<file path="config.mk">
export PLATFORM = sky130hd
export DESIGN_NAME = debug_mem_dumper
export DESIGN_NICKNAME = d
export VERILOG_FILES = /design/src/rtl/mem_dump_pkg.sv /design/src/rtl/dump_byte_serializer.sv /design/src/rtl/debug_mem_dumper.sv
export SDC_FILE = /design/constraint.sdc
export NUM_CORES = 1
export LEC_CHECK = 0
export CORE_MARGIN = 1
export CORE_UTILIZATION = 45
export DETAILED_ROUTE_END_ITERATION = 12
export DONT_BUFFER_PORTS = 1
export GPL_ROUTABILITY_DRIVEN = 0
export GPL_TIMING_DRIVEN = 1
export MAX_ROUTING_LAYER = met4
export RECOVER_POWER = 100
export SYNTH_ARGS = -nofsm -noshare
export SYNTH_HDL_FRONTEND = slang
export SYNTH_SLANG_ARGS = --single-unit
</file>
<file path="constraint.sdc">
create_clock -name i_clk -period 1.61 [get_ports i_clk]
set_clock_uncertainty 0.05 [all_clocks]
set_input_delay 0.2415 -clock i_clk [delete_from_list [all_inputs] [get_ports i_clk]]
set_output_delay 0.2415 -clock i_clk [all_outputs]
set_load 0.05 [all_outputs]
</file>
<file path="src/rtl/mem_dump_pkg.sv">
// Shared types and constants for the debug memory dumper.
// Build option: define DUMP_CHECKSUM_EN to append an XOR checksum byte to the dump.
package mem_dump_pkg;

  localparam int BYTES_PER_WORD    = 4;
  localparam int BITS_BYTE_DEFAULT = 8;
  localparam int CHECKSUM_WIDTH    = 8;

`ifdef DUMP_CHECKSUM_EN
  typedef enum logic [2:0] {
    ST_IDLE,
    ST_LOAD,
    ST_SEND,
    ST_WAIT_TX,
    ST_CHK,
    ST_DONE
  } dump_state_t;
`else
  typedef enum logic [2:0] {
    ST_IDLE,
    ST_LOAD,
    ST_SEND,
    ST_WAIT_TX,
    ST_DONE
  } dump_state_t;
`endif

endpackage

</file>
<file path="src/rtl/dump_byte_serializer.sv">
// Holds one memory word and hands it out a byte at a time, low byte first.
// Flags when the byte currently presented is the last one of the word.
module dump_byte_serializer
  import mem_dump_pkg::*;
#(
  parameter int BITS_SIZE = 32,
  parameter int BITS_BYTE = BITS_BYTE_DEFAULT
) (
  input  logic                 i_clk,
  input  logic                 i_reset,
  input  logic                 i_clear,
  input  logic                 i_load,
  input  logic [BITS_SIZE-1:0] i_word,
  input  logic                 i_advance,
  output logic [BITS_BYTE-1:0] o_byte,
  output logic                 o_last
);

  localparam int IDX_W = $clog2(BYTES_PER_WORD);

  logic [BITS_SIZE-1:0] word_sr;
  logic [IDX_W-1:0]     byte_idx;

  // Capture a new word or shift the next byte down into the low lane.
  always_ff @(posedge i_clk) begin
    if (i_reset) begin
      word_sr  <= '0;
      byte_idx <= '0;
    end else if (i_clear) begin
      byte_idx <= '0;
    end else if (i_load) begin
      word_sr  <= i_word;
      byte_idx <= '0;
    end else if (i_advance) begin
      word_sr  <= word_sr >> BITS_BYTE;
      byte_idx <= byte_idx + IDX_W'(1);
    end
  end

  assign o_byte = word_sr[BITS_BYTE-1:0];
  assign o_last = (byte_idx == IDX_W'(BYTES_PER_WORD - 1));

endmodule

</file>
<file path="src/rtl/debug_mem_dumper.sv">
// Walks the data memory through its debug read port and streams every word
// to the debug UART transmitter as four bytes, least-significant first.
// Build option: define DUMP_CHECKSUM_EN to send a trailing XOR checksum byte.
module debug_mem_dumper
  import mem_dump_pkg::*;
#(
  parameter int BITS_SIZE     = 32,
  parameter int SIZE_MEM_DATA = 16,
  parameter int BITS_BYTE     = BITS_BYTE_DEFAULT
) (
  input  logic                 i_clk,
  input  logic                 i_reset,
  input  logic                 i_start,
  output logic [BITS_SIZE-1:0] o_debug_address,
  input  logic [BITS_SIZE-1:0] i_debug_data,
  output logic [BITS_BYTE-1:0] o_tx_data,
  output logic                 o_tx_start,
  input  logic                 i_tx_done,
  output logic                 o_busy,
  output logic                 o_done
);

  localparam int ADDR_W = (SIZE_MEM_DATA > 1) ? $clog2(SIZE_MEM_DATA) : 1;
  localparam logic [ADDR_W-1:0] LAST_ADDR = ADDR_W'(SIZE_MEM_DATA - 1);

  dump_state_t          state;
  dump_state_t          next_state;
  logic [ADDR_W-1:0]    addr;
  logic [BITS_BYTE-1:0] tx_data_q;
  logic [BITS_BYTE-1:0] ser_byte;
  logic                 ser_last;
  logic                 ser_clear;
  logic                 ser_load;
  logic                 ser_advance;
  logic                 addr_clear;
  logic                 addr_inc;

`ifdef DUMP_CHECKSUM_EN
  logic [CHECKSUM_WIDTH-1:0] checksum;
  logic                      chk_phase;
  logic                      chk_enter;
`endif

  dump_byte_serializer #(
    .BITS_SIZE (BITS_SIZE),
    .BITS_BYTE (BITS_BYTE)
  ) u_serializer (
    .i_clk     (i_clk),
    .i_reset   (i_reset),
    .i_clear   (ser_clear),
    .i_load    (ser_load),
    .i_word    (i_debug_data),
    .i_advance (ser_advance),
    .o_byte    (ser_byte),
    .o_last    (ser_last)
  );

  assign o_debug_address = BITS_SIZE'(addr);

  // State register plus the word address counter and the held TX byte.
  always_ff @(posedge i_clk) begin
    if (i_reset) begin
      state     <= ST_IDLE;
      addr      <= '0;
      tx_data_q <= '0;
    end else begin
      state <= next_state;
      if (addr_clear) begin
        addr <= '0;
      end else if (addr_inc) begin
        addr <= addr + ADDR_W'(1);
      end
      if (o_tx_start) begin
        tx_data_q <= o_tx_data;
      end
    end
  end

`ifdef DUMP_CHECKSUM_EN
  // Running XOR of every data byte strobed out, and a flag for the checksum pass.
  always_ff @(posedge i_clk) begin
    if (i_reset || addr_clear) begin
      checksum  <= '0;
      chk_phase <= 1'b0;
    end else begin
      if (state == ST_SEND) begin
        checksum <= checksum ^ CHECKSUM_WIDTH'(ser_byte);
      end
      if (chk_enter) begin
        chk_phase <= 1'b1;
      end
    end
  end
`endif

  // Next-state logic and the TX handshake outputs.
  always_comb begin
    next_state  = state;
    ser_clear   = 1'b0;
    ser_load    = 1'b0;
    ser_advance = 1'b0;
    addr_clear  = 1'b0;
    addr_inc    = 1'b0;
    o_tx_start  = 1'b0;
    o_tx_data   = tx_data_q;
    o_busy      = (state != ST_IDLE);
    o_done      = 1'b0;
`ifdef DUMP_CHECKSUM_EN
    chk_enter   = 1'b0;
`endif
    case (state)
      ST_IDLE: begin
        if (i_start) begin
          addr_clear = 1'b1;
          ser_clear  = 1'b1;
          next_state = ST_LOAD;
        end
      end
      ST_LOAD: begin
        ser_load   = 1'b1;
        next_state = ST_SEND;
      end
      ST_SEND: begin
        o_tx_start = 1'b1;
        o_tx_data  = ser_byte;
        next_state = ST_WAIT_TX;
      end
      ST_WAIT_TX: begin
        if (i_tx_done) begin
`ifdef DUMP_CHECKSUM_EN
          if (chk_phase) begin
            next_state = ST_DONE;
          end else if (!ser_last) begin
            ser_advance = 1'b1;
            next_state  = ST_SEND;
          end else if (addr != LAST_ADDR) begin
            addr_inc   = 1'b1;
            next_state = ST_LOAD;
          end else begin
            next_state = ST_CHK;
          end
`else
          if (!ser_last) begin
            ser_advance = 1'b1;
            next_state  = ST_SEND;
          end else if (addr != LAST_ADDR) begin
            addr_inc   = 1'b1;
            next_state = ST_LOAD;
          end else begin
            next_state = ST_DONE;
          end
`endif
        end
      end
`ifdef DUMP_CHECKSUM_EN
      ST_CHK: begin
        o_tx_start = 1'b1;
        o_tx_data  = BITS_BYTE'(checksum);
        chk_enter  = 1'b1;
        next_state = ST_WAIT_TX;
      end
`endif
      ST_DONE: begin
        o_done     = 1'b1;
        next_state = ST_IDLE;
      end
      default: begin
        next_state = ST_IDLE;
      end
    endcase
  end

endmodule

</file>
==> Word-level counts from Yosys, hierarchy flattened <==
Cells that the tools add are included.
{ "totals": {"output_inout_bits": 43, "input_bits": 36, "register_bits": 49, "elab_cells": 43} }
{ "classes": {"n_reduce_logical": 7, "eq_ne": 8, "mux": 20, "bitwise_logic": 1, "add_sub_neg": 2} }
{ "ops": {"columns": ["op", "n"], "rows": [
  ["32-bit 2-to-1 mux", 2],
  ["1-bit 2-to-1 mux", 12],
  ["3-bit 2-to-1 mux", 4],
  ["3-bit one-hot mux with 4 select lines", 1],
  ["8-bit 2-to-1 mux", 1],
  ["3-bit by 2-bit equality test with 1-bit output (second input constant)", 2],
  ["4-bit by 1-bit adder with 4-bit output (second input constant)", 1],
  ["2-bit inequality test (second input constant)", 2],
  ["4-bit inequality test (second input constant)", 1],
  ["2-bit AND reduction", 2],
  ["3-bit by 1-bit equality test with 1-bit output (second input constant)", 1],
  ["3-bit equality test (second input constant)", 1],
  ["3-bit zero test", 1],
  ["3-bit nonzero test", 1],
  ["3-bit OR reduction", 1],
  ["2-bit by 1-bit adder with 2-bit output (second input constant)", 1],
  ["2-bit equality test (second input constant)", 1],
  ["2-bit nonzero test", 1],
  ["2-bit OR reduction", 1],
  ["1-bit inverter", 1]
]} }

==> Depth between registers and ports, before layout <==
{ "logic_depth": {"word_depth": 6, "ltp_mapped": 7, "depth_no_buf": 5} }

==> Hierarchy <==
A second synthesis with hierarchy kept.
{ "unflattened": {"cells_unflattened": 253, "hier_area_um2": 2808.9} }
{ "modules_own_cells": {"columns": ["mod", "area_each_um2", "cells_each", "instances", "seq_area_each_um2"], "rows": [
  ["dump_byte_serializer", 1769.2, 148, 1, 680.7],
  ["debug_mem_dumper", 1039.7, 105, 1, 300.3]
]} }

==> Least setup slack after synthesis <==
Ideal clock, no wire load.
{ "synth_path": {"kind": "register -> register", "start": "register state[1]", "end": "register tx_data_q[0]", "required_ns": 1.432, "path_stages_with_launch": 6, "setup_slack_ns": -0.387, "arrival_time_ns": 1.819, "n_path_buf": 1, "setup_ns": 0.128, "synth_period_minus_slack_ns": 1.997, "cell_sequence": "dfxtp_1 -> buf_4 -> inv_2 -> nor3_4 -> mux2_2 -> nor2b_1"} }
{ "synth_via": {"elab_chain_len": 2, "elab_cells_between_ends": 3, "cone_classes": "1 x eq/ne; 2 x mux"} }
{ "synth_lines": {"columns": ["element", "line", "rtl"], "rows": [
  ["start, declared", "debug_mem_dumper.sv:26", "dump_state_t state;"],
  ["start signal, assigned", "debug_mem_dumper.sv:67", "state <= next_state;"],
  ["3-bit by 2-bit equality test with 1-bit output", "debug_mem_dumper.sv:111", "case (state)"],
  ["1-bit 2-to-1 mux", "debug_mem_dumper.sv:111", null],
  ["net o_tx_start", "debug_mem_dumper.sv:17", "output logic o_tx_start,"],
  ["end signal, assigned", "debug_mem_dumper.sv:74", "tx_data_q <= o_tx_data;"],
  ["end, declared", "debug_mem_dumper.sv:29", "logic [BITS_BYTE-1:0] tx_data_q;"]
]} }
The timed path passes the listed nets, and every way through them passes these cells.
A chain may end at the register's enable or synchronous reset.

==> Worst setup path in the final report <==
{ "layout_path": {"start": "register state[2]", "end": "output o_tx_data[7]"} }
{ "layout_via": {"elab_chain_len": 2} }
{ "layout_lines": {"columns": ["element", "line", "rtl"], "rows": [
  ["3-bit by 2-bit equality test with 1-bit output", "debug_mem_dumper.sv:111", null],
  ["8-bit 2-to-1 mux", "debug_mem_dumper.sv:111", null],
  ["end, declared", "debug_mem_dumper.sv:16", "output logic [BITS_BYTE-1:0] o_tx_data,"]
]} }
Every way passes these cells.

==> qor.yml <==
chipWidth_um: 73.9
cp_slowest_stage_delay_ns: 0.39
worst_slack_ns: -0.132
clk_root_buffer_cell: "clkbuf_8"
antenna_found_initial: 0
final-setup-viol-count: 9
overflow: 0
final_common_cell: "dfxtp_1"
path_cells: "nor3_4 > buf_12 > mux2_4"
wl_met2_mm: 1.85
cts_tree: "done"
nets: 285
syn_avg_cell_area_um2: 9.64
num_io_pins: 79
post-route-period-util: 1.08
grt_start_max_net_pins: 49
r2r_cells: 5
yosysSeqAreaShare: 0.422
die_area_um2: 5450
cp_data_required_time_ns: 1.32
first_global_vias: 1394
outcome: "complete, but fails checks"
hold_class: "primary input to register"
num_vias: 1585
clk_latency_ns: 0.30
cpMaxStageDelayCell: "mux2_4"
start_util: 0.479
path_class: "register to output port"
ant_nets: 0
postSynth.asyncResetShare: 0
hpwl_mm: 2.85
rr_startpoint: "state[1]$_SDFFE_PP0P_"
ys_warn_count: 0
clock_path_buffers: 2
wl_per_cell_um: 13.5
io_buffer_count: 0
worst_ep_arrival_time_ns: 1.45
clk_pin_slew_ns: 0.09
track_usage: 0.163
grt_pass1_wl_mm: 6.44
cp_num_buf_inv: 1
crit_path_end: "o_tx_data[7]"
wl_mm: 4.26
first_iter_violations: 100
post-route-min-period_ns: 1.74
cp_top_family: "multiplexers"
highest_layer: "met4"
startpoint: "state[2]$_SDFFE_PP0P_"
max_clock_freq_mhz: 574
synth_top_area_frac: 0.422
peakVddDrop_mv: 0.573
synth_edf_count: 0
drv_cap: 0
crit_fanout: 9
violations: "setup timing"
synth.top_cells.by_area: "dfxtp_1 (42%), mux2i_1 (11%), buf_4 (9.4%)"
r2r_slack_ns: 0.05
layout-drive-gt1-share: 0.161
worstSetupPathDepth: 3
ys_types: 37
cts_buffers: 5
power_mw: 2.80
place_inst: 305
final_cells: 315
worstSetupEndpointType: "output port"
synth_top_area_cell: "dfxtp_1"
fp-row-count: 25
syn_inst: 241
yosys_most_used_dff: "dfxtp_1"
drc_errors: 0
rsz0062_at_grt: "true"
fp.dieH_um: 73.9
ys_ff_latch: 49
crit_path_start_kind: "register"
hold_viol_final: 0
maxSlewViolCount: 0
nFillCells: 476
drt-met1-wl_mm: 2.05
coreArea_um2: 4850
powerDensity_nw_per_um2: 1100
vias_per_cell: 5.03
r2r_end: "u_serializer.byte_idx[1]$_SDFFE_PP0P_"
h-tree-depth: 2
clkSinkCount: 49
met3RoutedLength_um: 242
dr.pass1.iters: 4
syn_area_um2: 2320
leakage_nw: 0.982
area_delta_synth_final_pct: 9.59
diodes: 0
layout_common_cells: "dfxtp_1 (45), nor2_1 (36), conb_1 (28)"
-- worst min path at each step --
stage | from | endpoint | cells past startpoint
after floorplan | i_tx_done | state[1]$_SDFFE_PP0P_ | 1
after detailed placement | i_reset | tx_data_q[1]$_SDFFE_PP0P_ | 1
final | i_tx_done | state[1]$_SDFFE_PP0P_ | 1
after global placement | i_reset | tx_data_q[7]$_SDFFE_PP0P_ | 1
after global routing | i_tx_done | state[1]$_SDFFE_PP0P_ | 1
after CTS | i_tx_done | state[1]$_SDFFE_PP0P_ | 1
-- registers in the layout (all words and copies together) (netlist names) --
name                   flops
addr                       4
tx_data_q                  8
u_serializer.word_sr      32
state                      3
u_serializer.byte_idx      2
-- layer usage --
metal  GRT usage  up-vias
li1            -      799
met1       0.204      717
met2       0.238       59
met3      0.0521       10
met4      0.0791        0
met5           -        -
-- cell families (layout without fill, tap and decap cells) --
family / Yosys count / after routing / synth area share
AND/OR/NAND/NOR: 67 / 67 / 0.141
flip-flops: 49 / 49 / 0.422
buffers and inverters: 45 / 25 / 0.136
AO/OA/AOI/OAI: 40 / 40 / 0.126
multiplexers: 34 / 34 / 0.151
XOR/XNOR: 3 / 3 / 0.0113
adder cells (fa/ha/maj): 2 / 2 / 0.0108
other: 1 / 28 / 0.00161
-- repair_timing --
action,in CTS,in global routing
gates cloned,0,1
setup endpoints to repair,9,30
setup buffers,0,0
endpoints found under the hold margin,41,0
resized for setup,1,4
pin swaps,0,0
hold buffers,1,0
-- synth_stat cells, types with 2 or more instances --
cell type,number
mux2i_1,26
nor2_1,36
a22oi_1,8
dfxtp_1,49
buf_4,29
buf_2,7
a211oi_1,24
ha_1,2
mux2_2,8
clkbuf_1,5
buf_8,2
xor2_1,2
nand2_1,3
nor3_1,5
nor2b_1,11
nand3_1,3
-- through the flow --
stage          TNS [ns]  hold WS, ns  cell area, µm²   util  setup WS, ns
3_3_place_gp          0        0.272            2390  0.494         0.129
6_report          -1.12       0.0275            2550  0.525        -0.132
5_1_grt           -2.22       0.0268            2550  0.525        -0.186
2_1_floorplan     -4.97        0.328            2470      -        -0.311
3_5_place_dp          0        0.272            2390  0.494        0.0479
4_1_cts           -1.22       0.0173            2530  0.522        -0.148
-- final cells by class --
class	count	area (µm²)	area share
clock buffer	7	86.3	0.0339
clock inverter	1	30.0	0.0118
inverter	1	6.26	0.00246
multi-input combinational	174	1170	0.459
sequential	49	988	0.388
tap	67	83.8	0.0329
timing repair buffer	16	183	0.0717
-- power breakdown --
group / switching, mW / internal [mW]
registers: 0.0416 / 1.29
logic: 0.390 / 0.191
clock network: 0.384 / 0.506
total: 0.816 / 1.99
Power figures use the tool's default switching activity.
